<file path="src/rtl/axi_reg_pkg.sv">
// axi_reg_pkg: response/burst encodings and channel FSM states for the AXI register bridge
package axi_reg_pkg;
  localparam logic [1:0] RESP_OKAY = 2'b00;
  localparam logic [1:0] RESP_SLVERR = 2'b10;
  localparam logic [1:0] BURST_FIXED = 2'b00;
  localparam logic [1:0] BURST_INCR = 2'b01;
  localparam logic [1:0] BURST_WRAP = 2'b10;
  typedef enum logic [1:0] {W_ADDR, W_DATA, W_RESP} wstate_t;
  typedef enum logic [1:0] {R_ADDR, R_ISSUE, R_WAIT, R_DATA} rstate_t;
endpackage

</file>
<file path="src/rtl/axi_reg_addr_gen.sv">
// axi_reg_addr_gen: per-channel register index, beat counter, last-beat flag and range check
module axi_reg_addr_gen
  import axi_reg_pkg::*;
#(
  parameter int AW = 4,
  parameter int NREGS = 16
) (
  input  logic          clk,
  input  logic          reset,
  input  logic          load,
  input  logic [31:0]   addr,
  input  logic [3:0]    len,
  input  logic [1:0]    burst,
  input  logic          step,
  output logic [AW-1:0] idx,
  output logic          in_range,
  output logic          last
);
  localparam logic [AW:0] NR = (AW+1)'(NREGS);
  logic [AW:0] cur;
  logic [3:0] beat, len_q;
  logic fixed, hi;
  logic unused_lsb;
  assign unused_lsb = ^addr[1:0];
  // the extra index bit is sticky so a burst never wraps back into range
  always_ff @(posedge clk) begin
    if (reset) begin
      cur <= '0;
      beat <= '0;
      len_q <= '0;
      fixed <= 1'b0;
      hi <= 1'b0;
    end else if (load) begin
      cur <= {1'b0, addr[AW+1:2]};
      beat <= '0;
      len_q <= len;
      fixed <= burst == BURST_FIXED;
      hi <= |addr[31:AW+2];
    end else if (step) begin
      beat <= beat + 4'd1;
      cur <= (fixed || cur[AW]) ? cur : cur + 1'b1;
    end
  end
  assign idx = cur[AW-1:0];
  assign in_range = !hi && cur < NR;
  assign last = beat == len_q;
endmodule

</file>
<file path="src/rtl/axi_registers_burst.sv">
// axi_registers_burst: AXI3 slave bridging FIXED/INCR bursts onto a register file
module axi_registers_burst
  import axi_reg_pkg::*;
#(
  parameter int AW = 4,
  parameter int NREGS = 16,
  parameter int IDW = 12,
  parameter int RD_LATENCY = 1
) (
  input  logic           clk,
  input  logic           reset,
  input  logic           s_awvalid,
  output logic           s_awready,
  input  logic [IDW-1:0] s_awid,
  input  logic [31:0]    s_awaddr,
  input  logic [3:0]     s_awlen,
  input  logic [1:0]     s_awburst,
  input  logic           s_wvalid,
  output logic           s_wready,
  input  logic [31:0]    s_wdata,
  input  logic [3:0]     s_wstrb,
  input  logic           s_wlast,
  output logic           s_bvalid,
  input  logic           s_bready,
  output logic [IDW-1:0] s_bid,
  output logic [1:0]     s_bresp,
  input  logic           s_arvalid,
  output logic           s_arready,
  input  logic [IDW-1:0] s_arid,
  input  logic [31:0]    s_araddr,
  input  logic [3:0]     s_arlen,
  input  logic [1:0]     s_arburst,
  output logic           s_rvalid,
  input  logic           s_rready,
  output logic [IDW-1:0] s_rid,
  output logic [31:0]    s_rdata,
  output logic [1:0]     s_rresp,
  output logic           s_rlast,
  output logic           rm_wr,
  output logic [AW-1:0]  rm_waddr,
  output logic [31:0]    rm_wdata,
  output logic [3:0]     rm_wstrb,
  output logic           rm_rd,
  output logic [AW-1:0]  rm_raddr,
  input  logic [31:0]    rm_rdata
);
  localparam logic [1:0] LW = 2'(RD_LATENCY - 1);
  wstate_t ws, ws_n;
  rstate_t rs, rs_n;
  logic aw_hs, w_hs, b_hs, ar_hs, r_hs;
  logic w_in, w_last, r_in, r_last, werr, beat_err, capture;
  logic [1:0] rcnt;
  assign aw_hs = s_awvalid && s_awready;
  assign w_hs = s_wvalid && s_wready;
  assign b_hs = s_bvalid && s_bready;
  assign ar_hs = s_arvalid && s_arready;
  assign r_hs = s_rvalid && s_rready;
  assign capture = rs == R_WAIT && rcnt == LW;
  assign beat_err = !w_in || (s_wlast != w_last);
  axi_reg_addr_gen #(.AW(AW), .NREGS(NREGS)) u_wgen (
    .clk(clk), .reset(reset), .load(aw_hs), .addr(s_awaddr), .len(s_awlen),
    .burst(s_awburst), .step(w_hs), .idx(rm_waddr), .in_range(w_in), .last(w_last)
  );
  axi_reg_addr_gen #(.AW(AW), .NREGS(NREGS)) u_rgen (
    .clk(clk), .reset(reset), .load(ar_hs), .addr(s_araddr), .len(s_arlen),
    .burst(s_arburst), .step(r_hs), .idx(rm_raddr), .in_range(r_in), .last(r_last)
  );
  assign rm_wr = w_hs && w_in;
  assign rm_wdata = s_wdata;
  assign rm_wstrb = s_wstrb;
  assign rm_rd = rs == R_ISSUE;
  // handshakes are mutually exclusive by state, so a flat priority chain suffices
  always_comb begin
    ws_n = aw_hs ? W_DATA : (w_hs && w_last) ? W_RESP : b_hs ? W_ADDR : ws;
    rs_n = ar_hs ? R_ISSUE : rs == R_ISSUE ? R_WAIT : capture ? R_DATA :
           r_hs ? (r_last ? R_ADDR : R_ISSUE) : rs;
  end
  always_ff @(posedge clk) begin
    if (reset) begin
      ws <= W_ADDR;
      rs <= R_ADDR;
      s_awready <= 1'b0;
      s_wready <= 1'b0;
      s_bvalid <= 1'b0;
      s_arready <= 1'b0;
      s_rvalid <= 1'b0;
      s_bid <= '0;
      s_bresp <= RESP_OKAY;
      s_rid <= '0;
      s_rdata <= '0;
      s_rresp <= RESP_OKAY;
      s_rlast <= 1'b0;
      werr <= 1'b0;
      rcnt <= '0;
    end else begin
      ws <= ws_n;
      rs <= rs_n;
      s_awready <= ws_n == W_ADDR;
      s_wready <= ws_n == W_DATA;
      s_bvalid <= ws_n == W_RESP;
      s_arready <= rs_n == R_ADDR;
      s_rvalid <= rs_n == R_DATA;
      werr <= aw_hs ? 1'b0 : werr || (w_hs && beat_err);
      rcnt <= rs == R_WAIT ? rcnt + 2'd1 : 2'd0;
      if (aw_hs) s_bid <= s_awid;
      if (w_hs && w_last) s_bresp <= (werr || beat_err) ? RESP_SLVERR : RESP_OKAY;
      if (ar_hs) s_rid <= s_arid;
      if (capture) begin
        s_rdata <= r_in ? rm_rdata : '0;
        s_rresp <= r_in ? RESP_OKAY : RESP_SLVERR;
        s_rlast <= r_last;
      end
    end
  end
endmodule

</file>
<file path="config.mk">
export PLATFORM = sky130hd
export DESIGN_NAME = axi_registers_burst
export DESIGN_NICKNAME = d
export VERILOG_FILES = /design/src/rtl/axi_reg_pkg.sv /design/src/rtl/axi_reg_addr_gen.sv /design/src/rtl/axi_registers_burst.sv
export SDC_FILE = /design/constraint.sdc
export NUM_CORES = 1
export LEC_CHECK = 0
export ABC_AREA = 1
export CAP_MARGIN = 0
export CORE_AREA = 2 2 113 115
export CTS_BUF_LIST = sky130_fd_sc_hd__clkbuf_4 sky130_fd_sc_hd__clkbuf_8
export CTS_CLUSTER_SIZE = 14
export DETAILED_ROUTE_END_ITERATION = 8
export DIE_AREA = 0 0 115 117
export PLACE_DENSITY = 0.83
export SYNTH_ARGS = -nofsm -noshare
export SYNTH_HDL_FRONTEND = slang
export SYNTH_HIERARCHICAL = 1
export SYNTH_SLANG_ARGS = --single-unit
</file>
<file path="constraint.sdc">
create_clock -name clk -period 2.6 [get_ports clk]
set_input_delay 0.52 -clock clk [delete_from_list [all_inputs] [get_ports clk]]
set_output_delay 0.52 -clock clk [all_outputs]
set_load 0.1 [all_outputs]
</file>
==> flow_summary.ini, run 1 <==
[outcome]
outcome = completed

[critical_path]
rr_endpoint = s_rdata[23]
reg2reg_depth = 6
crit_fanout = 2
endpoint_kind = output port
worstReg2RegStart = rcnt[0]
worstPathRequired_ns = 2.08
worstSetupPathType = in -> out
crit_arrival_ns = 1.42
startpoint_type = input pin
r2r_slack_ns = 0.74

[placed_design]
dp_slack_ns = 0.599
place_area_um2 = 6290
gp_congestion = 0.813
port_buffers = 209
hpwlAfterDp_um = 8500

[final_layout]
nNetsFinal = 955
final_util_pct = 52.5
design_area_um2 = 6460
antenna_cells = 0
mostFrequentLayoutCells = clkdlybuf4s50_1 (134), nand2_1 (121), nor2_1 (119)
fill_cells = 1203
area_growth_pct = 38.8
drive_gt1_share_pct = 17.1
layout_commonest_cell = clkdlybuf4s50_1

[sta]
max_slew_margin_pct = 64.9
fin_crit_sh_pct = 74.7
finalSetupViolCount = 0
setup_tns_ns = 0
finalHoldViolCount = 0
fin_crit_ns = 1.94
setup_ws_ns = 0.657
finClkSkew_ns = 0.00897
drv_slew = 0
tightest_slew_ns = 0.527
whs_ns = 0.416
clock.fmax_mhz = 515
rsz0062_at_grt = false

[global_route]
grt-ovfl-total = 0
antenna_found_initial = 0
grt_pass1_vias = 3866
grtUsageTotal_pct = 16.4
grt_pass1_wl_um = 17500
grt_max_degree = 39

[min_path]
hold_depth = 1
worstHoldPathType = reg -> reg
holdCritStartpoint = rcnt[0]
min_to = rcnt[0]

[clock_network]
cts_buffers = 9
cts_tree = done
cts_max_level = 3
root_buffer = clkbuf_8
cts.clk_slew.worst_paths_ns = 0.09
cts_buffer_depth = 2
cts_hold_buf = 0
postCtsSetupBuffers = 0
insertion_delay_ns = 0.38
ctsResizeCount = 0
cts.sinks = 101

[synthesis]
synth_area_per_cell_um2 = 7.56
yosys_warnings = 6
synth_mux_area_share_pct = 0
syn_area_um2 = 4660
synth-xor-area-share_pct = 1.88
synth_cell_types = 28
synth_seq_cells = 101
synth_top_family_by_area = simple AND/OR/NAND/NOR gates
synth_adder_area_share_pct = 1.34
synth_compound_area_share_pct = 12.3
netlist_instances = 616
synth-seq-area-share_pct = 43.4
synth-simple-area-share_pct = 26.3

[drt]
drt_first_iter_violations = 165
routed_via_density = 4.62
first_pass_iters = 4
num_vias = 4292
ant_nets = 0
drc = 0
routedWlPerCell_um = 12.2
wl_um = 11300

[die]
initial_utilization_pct = 37.8
die_h_um = 117
fp.coreArea_um2 = 12300
dieArea_um2 = 13500
die_w_um = 115
top_level_ports = 288
num_rows = 41

[flow_run]
max-cap-violations = 0

[pwr]
power_per_cell_area_nw_per_um2 = 890
p_leak_nw = 2.72
ir_drop_uv = 528
-- cells in the mapped netlist --
cell,number,area [µm²]
nand2_1,121,454
nor2_1,120,450
dfxtp_1,101,2020
buf_4,50,375
o21ai_0,50,250
a21oi_1,39,195
inv_1,35,131
nand3_1,20,100
a21oi_2,13,114
nand2_2,9,56.3
buf_6,8,90.1
nor3_1,7,35.0
buf_2,6,30.0
xor2_1,6,52.6
clkbuf_1,5,18.8
ha_1,5,62.6
xnor2_1,4,35.0
nand3_4,3,52.6
inv_6,2,17.5
nand4_1,2,12.5
nor3b_2,2,25.0
or2_2,2,12.5
a211oi_2,1,12.5
buf_8,1,15.0
conb_1,1,3.75
inv_2,1,3.75
nor2_8,1,20.0
nor3b_1,1,7.51
-- worst max-delay path, cell delays in order --
cell	delay, ns
clkdlybuf4s50_1	0.49
nand2_1	0.09
nor2_2	0.13
buf_12	0.19
-- sequential cells by signal, summed over array words and instances, names as in the netlist, 2 cells and up --
name	count
s_rdata	32
s_bid	12
s_rid	12
u_rgen/cur	5
u_wgen/cur	5
u_rgen/beat	4
u_rgen/len_q	4
u_wgen/beat	4
u_wgen/len_q	4
rcnt	2
rs	2
ws	2
-- routing by layer --
metal  GRT usage [%]  up-vias  share of wire (%)
met5               0        -                  0
met4            8.84        0                2.8
met3            4.63       25                8.2
met2            28.4      154                 48
met1            18.2     1892                 41
li1                -     2221                  -
-- worst max path at each step --
stage | from | end | slack [ns] | cells after the start
2_1_floorplan | s_wready | rm_wr | 0.12 | 2
3_3_place_gp | s_awvalid | u_wgen/hi | 0.63 | 10
3_5_place_dp | s_awvalid | u_wgen/hi | 0.60 | 10
4_1_cts | s_wvalid | rm_wr | 0.66 | 4
5_1_grt | rcnt[0] | s_rdata[25] | 0.56 | 6
6_report | s_wvalid | rm_wr | 0.66 | 4
-- report_power, final --
part           switching, W  total (W)  internal (W)
clock network      0.000545   0.000915      0.000370
logic               0.00217    0.00289      0.000720
registers          0.000157    0.00195       0.00179
total               0.00287    0.00575       0.00288
-- area by class of cell --
cell class | instances | area [µm²] | area share (%)
tap | 150 | 188 | 2.90
clock buffer | 10 | 138 | 2.13
timing repair buffer | 216 | 1970 | 30.4
clock inverter | 6 | 38.8 | 0.600
sequential | 101 | 2020 | 31.3
inverter | 38 | 153 | 2.36
multi-input combinational | 408 | 1960 | 30.3
-- stage by stage --
| step | instances | total power (W) |
|---|---|---|
| floorplan | 617 | 0.00456 |
| global placement | 913 | 0.00486 |
| detailed placement | 913 | 0.00489 |
| CTS | 929 | 0.00582 |
| global route | 929 | 0.00605 |
| finish | 929 | 0.00575 |
-- cells by family after synthesis --
logic type                 after synthesis
adders and majority gates                5
and+or+nand+nor                        288
DFF                                    101
other                                    1
buffers and inverters                  108
AOI/OAI and AO/OA                      103
xor gates and xnor gates                10
(Power assumes the default switching activity.)
==> run 2: changes to the inputs <==
--- a/config.mk
+++ b/config.mk
@@ -7,12 +7,12 @@
 export LEC_CHECK = 0
 export ABC_AREA = 1
 export CAP_MARGIN = 0
-export CORE_AREA = 2 2 113 115
+export CORE_MARGIN = 2
+export CORE_UTILIZATION = 38
 export CTS_BUF_LIST = sky130_fd_sc_hd__clkbuf_4 sky130_fd_sc_hd__clkbuf_8
 export CTS_CLUSTER_SIZE = 14
 export DETAILED_ROUTE_END_ITERATION = 8
-export DIE_AREA = 0 0 115 117
-export PLACE_DENSITY = 0.83
+export PLACE_DENSITY = 0.82
 export SYNTH_ARGS = -nofsm -noshare
 export SYNTH_HDL_FRONTEND = slang
 export SYNTH_HIERARCHICAL = 1
==> constraint.sdc (replaced) <==
create_clock -name clk -period 1.9 [get_ports clk]
set_input_delay 0.38 -clock clk [delete_from_list [all_inputs] [get_ports clk]]
set_output_delay 0.38 -clock clk [all_outputs]
set_load 0.1 [all_outputs]
==> run 2 against run 1 <==
Net effect:
- first-iteration DRC count rose by 7.9%
- clock power increased by 49%
- routed wire length is 2.7% higher
- clock skew up 0.0018 ns
- sequential share of layout area decreased by 1.0 points
- sequential power rose by 38%
- count of clock-buffer cells in the layout stayed put
- hold slack lost 0.027 ns
- critical endpoint unchanged
- worst setup slack lost 0.41 ns
- register-to-register slack lost 0.37 ns
- global-route usage rose by 0.67 points
==> flow_summary.ini, run 2 (synthesis gave the netlist of run 1 again) <==
[outcome]
outcome = completed

[critical_path]
endpoint_kind = output port
cp-endpoint = rm_wr
r2r_slack_ns = 0.37
rr_endpoint = s_rdata[12]
slowest_stage = dfxtp_1
crit_arrival_ns = 1.28
worstSetupPathType = reg -> out
crit_path_start = u_wgen/hi
crit_chain = nor2_1 -> inv_1 -> nor2_4 -> buf_12
max_stage_delay_ns = 0.33
reg2reg_depth = 6
crit_fanout = 2
worstPathRequired_ns = 1.52
startpoint_type = register
worstReg2RegStart = rcnt[0]

[placed_design]
placedCellCount = 912
hpwlAfterDp_um = 8630
port_buffers = 209
gp_congestion = 0.811

[die]
fp.coreArea_um2 = 12000
top_level_ports = 288
initial_utilization_pct = 38.9
dieArea_um2 = 13200
num_rows = 40
die_h_um = 115
die_w_um = 115

[drt]
routed_via_density = 4.64
routedWlPerCell_um = 12.5
drt_first_iter_violations = 178
wl_um = 11600
ant_nets = 0
drc = 0
first_pass_iters = 4
num_vias = 4303

[pwr]
p_leak_nw = 2.78
power_per_cell_area_nw_per_um2 = 1230
p_switching_w = 0.00397
internal_power_w = 0.00422
sw_frac_of_total_pct = 48.5
p_seq_share_pct = 32.9
ir_drop_uv = 819
power.share.combinational_pct = 50.5
clkPwrFrac_pct = 16.6

[min_path]
worstHoldPathType = in -> reg
hold_depth = 2

[clock_network]
cts_max_level = 3
insertion_delay_ns = 0.38
cts_buffer_depth = 2
cts_buffers = 9
ctsResizeCount = 0
root_buffer = clkbuf_8
cts_hold_buf = 0
cts.sinks = 101
cts_tree = done
cts.clk_slew.worst_paths_ns = 0.09
postCtsSetupBuffers = 0

[sta]
max_slew_margin_pct = 65.4
fin_crit_sh_pct = 87.3
tightest_slew_ns = 0.520
finClkSkew_ns = 0.0107
clock.fmax_mhz = 603
fin_crit_ns = 1.66
drv_slew = 0
whs_ns = 0.389
setup_tns_ns = 0
finalHoldViolCount = 0
rsz0062_at_grt = false
finalSetupViolCount = 0

[final_layout]
final-instance-count-excl-fill = 928
drive_gt1_share_pct = 17.7
nNetsFinal = 957
mostFrequentLayoutCells = clkdlybuf4s50_1 (134), nand2_1 (121), nor2_1 (119)
layout_commonest_cell = clkdlybuf4s50_1
area_growth_pct = 43.7
top_register = s_rdata
largest_register_ffs = 32
reg.largest.list = s_rdata x32, s_bid x12, s_rid x12
antenna_cells = 0

[global_route]
antenna_found_initial = 0
grt_pass1_wl_um = 17900
grt_max_degree = 36
grtUsageTotal_pct = 17.0
grt_pass1_vias = 3863
grt-ovfl-total = 0

[flow_run]
max-cap-violations = 0
-- run 2: changes by cell type in the layout (fill, tap and decap cells not counted), sizes merged --
| cell | previous run | this run |
|---|---|---|
| buf | 82 | 84 |
| bufinv | 0 | 1 |
| clkinv | 4 | 3 |
-- run 2: final cells by class --
type / instances / area (µm²)
Clock inverter: 6 / 63.8
Sequential cell: 101 / 2030
Tap cell: 147 / 184
Clock buffer: 10 / 131
Multi-Input combinational cell: 408 / 1960
Inverter: 38 / 153
Fill cell: 1144 / 5270
Timing Repair Buffer: 218 / 2170
-- run 2: through the flow --
stage          total power, W  area (µm²)  util [%]  setup slack [ns]
4_1_cts               0.00828        6690      55.9             0.196
3_5_place_dp          0.00690        6490      54.3           0.00176
6_report              0.00820        6690      55.9             0.242
5_1_grt               0.00858        6690      55.9             0.182
2_1_floorplan         0.00624        4670         -            0.0372
3_3_place_gp          0.00684        6490      54.3            0.0521
-- run 2: layer usage --
metal / share of wire (%) / vias up / GRT usage (%) / wire, µm
met4: 2.0 / 0 / 7.31 / 233
met1: 42 / 1890 / 19.9 / 4910
met2: 47 / 170 / 28.9 / 5510
met5: 0 / - / 0 / 0
met3: 8.2 / 25 / 5.13 / 946
li1: - / 2218 / - / -
-- run 2: power by group through the flow --
stage / Combinational [W] / Sequential [W] / Clock (W)
after floorplan: 0.00180 / 0.00445 / 0
after global placement: 0.00411 / 0.00273 / 0
after detailed placement: 0.00415 / 0.00274 / 0
after CTS: 0.00417 / 0.00270 / 0.00141
after global routing: 0.00436 / 0.00274 / 0.00148
final: 0.00414 / 0.00270 / 0.00136
-- run 2: worst min-delay path by stage --
stage	startpoint	end	slack, ns
floorplan	rcnt[0]	rcnt[0]	0.39
global placement	rcnt[0]	rcnt[0]	0.40
detailed placement	rcnt[0]	rcnt[0]	0.40
CTS	reset	ws[1]	0.38
global route	reset	s_wready	0.41
finish	reset	ws[1]	0.39
-- run 2: worst max-delay path: cells and delay by family (launching register included) --
kind / cells / cell delay, ns
buffers and inverters: 2 / 0.28
flip-flops: 1 / 0.33
AND/OR/NAND/NOR: 2 / 0.30
==> run 3: changes to the inputs <==
--- a/config.mk
+++ b/config.mk
@@ -8,11 +8,11 @@
 export ABC_AREA = 1
 export CAP_MARGIN = 0
 export CORE_MARGIN = 2
-export CORE_UTILIZATION = 38
+export CORE_UTILIZATION = 35
 export CTS_BUF_LIST = sky130_fd_sc_hd__clkbuf_4 sky130_fd_sc_hd__clkbuf_8
 export CTS_CLUSTER_SIZE = 14
 export DETAILED_ROUTE_END_ITERATION = 8
-export PLACE_DENSITY = 0.82
+export PLACE_DENSITY = 0.8
 export SYNTH_ARGS = -nofsm -noshare
 export SYNTH_HDL_FRONTEND = slang
 export SYNTH_HIERARCHICAL = 1
==> constraint.sdc (replaced) <==
create_clock -name clk -period 1.4 [get_ports clk]
set_input_delay 0.28 -clock clk [delete_from_list [all_inputs] [get_ports clk]]
set_output_delay 0.28 -clock clk [all_outputs]
set_load 0.1 [all_outputs]
==> run 3 against run 2 <==
Net effect:
- the flow now finishes with violations (setup timing)
- first-iteration DRC count is 15% higher
- sequential share of layout area is 4.3 points lower
- die area is 8.3% higher
==> flow_summary.ini, run 3 (synthesis gave the netlist of run 1 again) <==
[critical_path]
crit_fanout = 2
worstSetupPathType = reg -> out
startpoint_type = register
crit_arrival_ns = 1.18
endpoint_kind = output port
worstPathRequired_ns = 1.12

[sta]
rsz0062_at_grt = true
clock.fmax_mhz = 684
finalSetupViolCount = 6
finalHoldViolCount = 0
drv_slew = 0
fin_crit_ns = 1.46
finClkSkew_ns = 0.0122
setup_ws_ns = -0.0630
fin_crit_sh_pct = 105
whs_ns = 0.228

[global_route]
grtUsageMet2_pct = 31.6
grt.met1_usage_pct = 19.7
grt-ovfl-total = 0
grt_pass1_wl_um = 20400
grt_pass1_vias = 4469
grt_use_met3_pct = 6.08
grtUsageTotal_pct = 17.9
busiest_layer = met2
antenna_found_initial = 0
grt_max_degree = 35

[clock_network]
cts_max_level = 3
cts.clk_slew.worst_paths_ns = 0.09
root_buffer = clkbuf_8
insertion_delay_ns = 0.38
cts_buffers = 9
cts_tree = done
cts_buffer_depth = 2
cts.sinks = 101

[pwr]
p_seq_share_pct = 30.2
power_per_cell_area_nw_per_um2 = 1590
sw_frac_of_total_pct = 46.2
p_leak_nw = 3.19
power.share.combinational_pct = 55.9
ir_drop_uv = 1140
p_switching_w = 0.00581
clkPwrFrac_pct = 13.9
internal_power_w = 0.00677

[drt]
first_pass_iters = 5
num_vias = 4568
routed_via_density = 4.58
drt_first_iter_violations = 205
ant_nets = 0
wl_um = 13000
routedWlPerCell_um = 13.1
drc = 0

[final_layout]
nNetsFinal = 997
mostFrequentLayoutCells = clkdlybuf4s50_1 (134), nor2_1 (118), nand2_1 (116)
final-instance-count-excl-fill = 997
antenna_cells = 0
top_register = s_rdata
layout_commonest_cell = clkdlybuf4s50_1
largest_register_ffs = 32
reg.largest.list = s_rdata x32, s_bid x12, s_rid x12
drive_gt1_share_pct = 25.8
fill_cells = 1125
area_growth_pct = 69.9

[placed_design]
placedCellCount = 967
port_buffers = 209
hpwlAfterDp_um = 9680
gp_congestion = 0.809

[die]
die_h_um = 119
dieArea_um2 = 14200
top_level_ports = 288
fp.coreArea_um2 = 13100
num_rows = 42
initial_utilization_pct = 35.4
die_w_um = 119

[min_path]
worstHoldPathType = in -> reg

[outcome]
outcome = finished with violations
violations = setup timing

[flow_run]
max-cap-violations = 0
==> run 3: changes by cell type in the layout (fill, tap and decap cells not counted), moves of 4 or more <==
cell / before / now
dfxtp_2: 3 / 10
nor3_2: 0 / 4
dfxtp_4: 0 / 5
buf_4: 67 / 44
nor3_1: 7 / 3
buf_12: 16 / 75
inv_2: 1 / 5
inv_1: 35 / 29
nand2_1: 121 / 116
dfxtp_1: 98 / 86
==> run 3: metrics by stage <==
stage          setup TNS (ns)  instance area, µm²  util, %  total power [W]  setup slack, ns
6_report               -0.192                7910     60.2           0.0126          -0.0630
5_1_grt                -0.953                7910     60.2           0.0131           -0.140
4_1_cts               -0.0772                7780     59.2           0.0124          -0.0692
3_5_place_dp            -3.08                7510     57.1           0.0105           -0.204
3_3_place_gp            -2.47                7510     57.1           0.0104           -0.175
2_1_floorplan          -0.355                4730        -          0.00852          -0.0756
==> run 3: power by group through the flow <==
stage	clock network, W	registers [W]	logic, W
2_1_floorplan	0	0.00605	0.00246
3_3_place_gp	0	0.00384	0.00659
5_1_grt	0.00193	0.00386	0.00736
3_5_place_dp	0	0.00386	0.00666
4_1_cts	0.00180	0.00380	0.00676
6_report	0.00174	0.00380	0.00703
==> run 3: final cells by class <==
cell class	instances	area (µm²)	area share (%)
multi-input combinational	408	2050	25.9
clock inverter	6	47.5	0.601
clock buffer	10	131	1.66
timing repair buffer	258	3250	41.1
sequential	101	2050	26.0
inverter	38	158	1.99
tap	176	220	2.78
==> run 3: worst paths after layout <==
path | start | end | slack (ns) | cells past startpoint
worst max-delay path | u_wgen/cur[4] | rm_wr | -0.06 | 4
worst min-delay path | reset | u_rgen/cur[3] | 0.23 | 2
worst max register to register | u_wgen/beat[0] | s_wready | -0.06 | 8
worst min register to register | rcnt[0] | rcnt[0] | 0.44 | 1
==> run 3: worst max-delay path, stage by stage (launching register included) <==
cell and delay, ns:
dfxtp_2 0.35, nor2_4 0.13, inv_2 0.06, nor2_4 0.09
buf_12 0.18
==> run 3: routing by layer <==
| metal | vias up | wire [µm] |
|---|---|---|
| li1 | 2302 | - |
| met1 | 2057 | 5170 |
| met2 | 178 | 6630 |
| met3 | 31 | 928 |
| met4 | 0 | 291 |
| met5 | - | 0 |
==> run 3: timing repair <==
item,4_1_cts,5_1_grt
hold buffers,0,0
pin swaps,2,3
gates cloned,0,3
endpoints found under the hold margin,0,0
gates resized for setup,14,16
buffers inserted,9,2
setup endpoints to repair,7,33
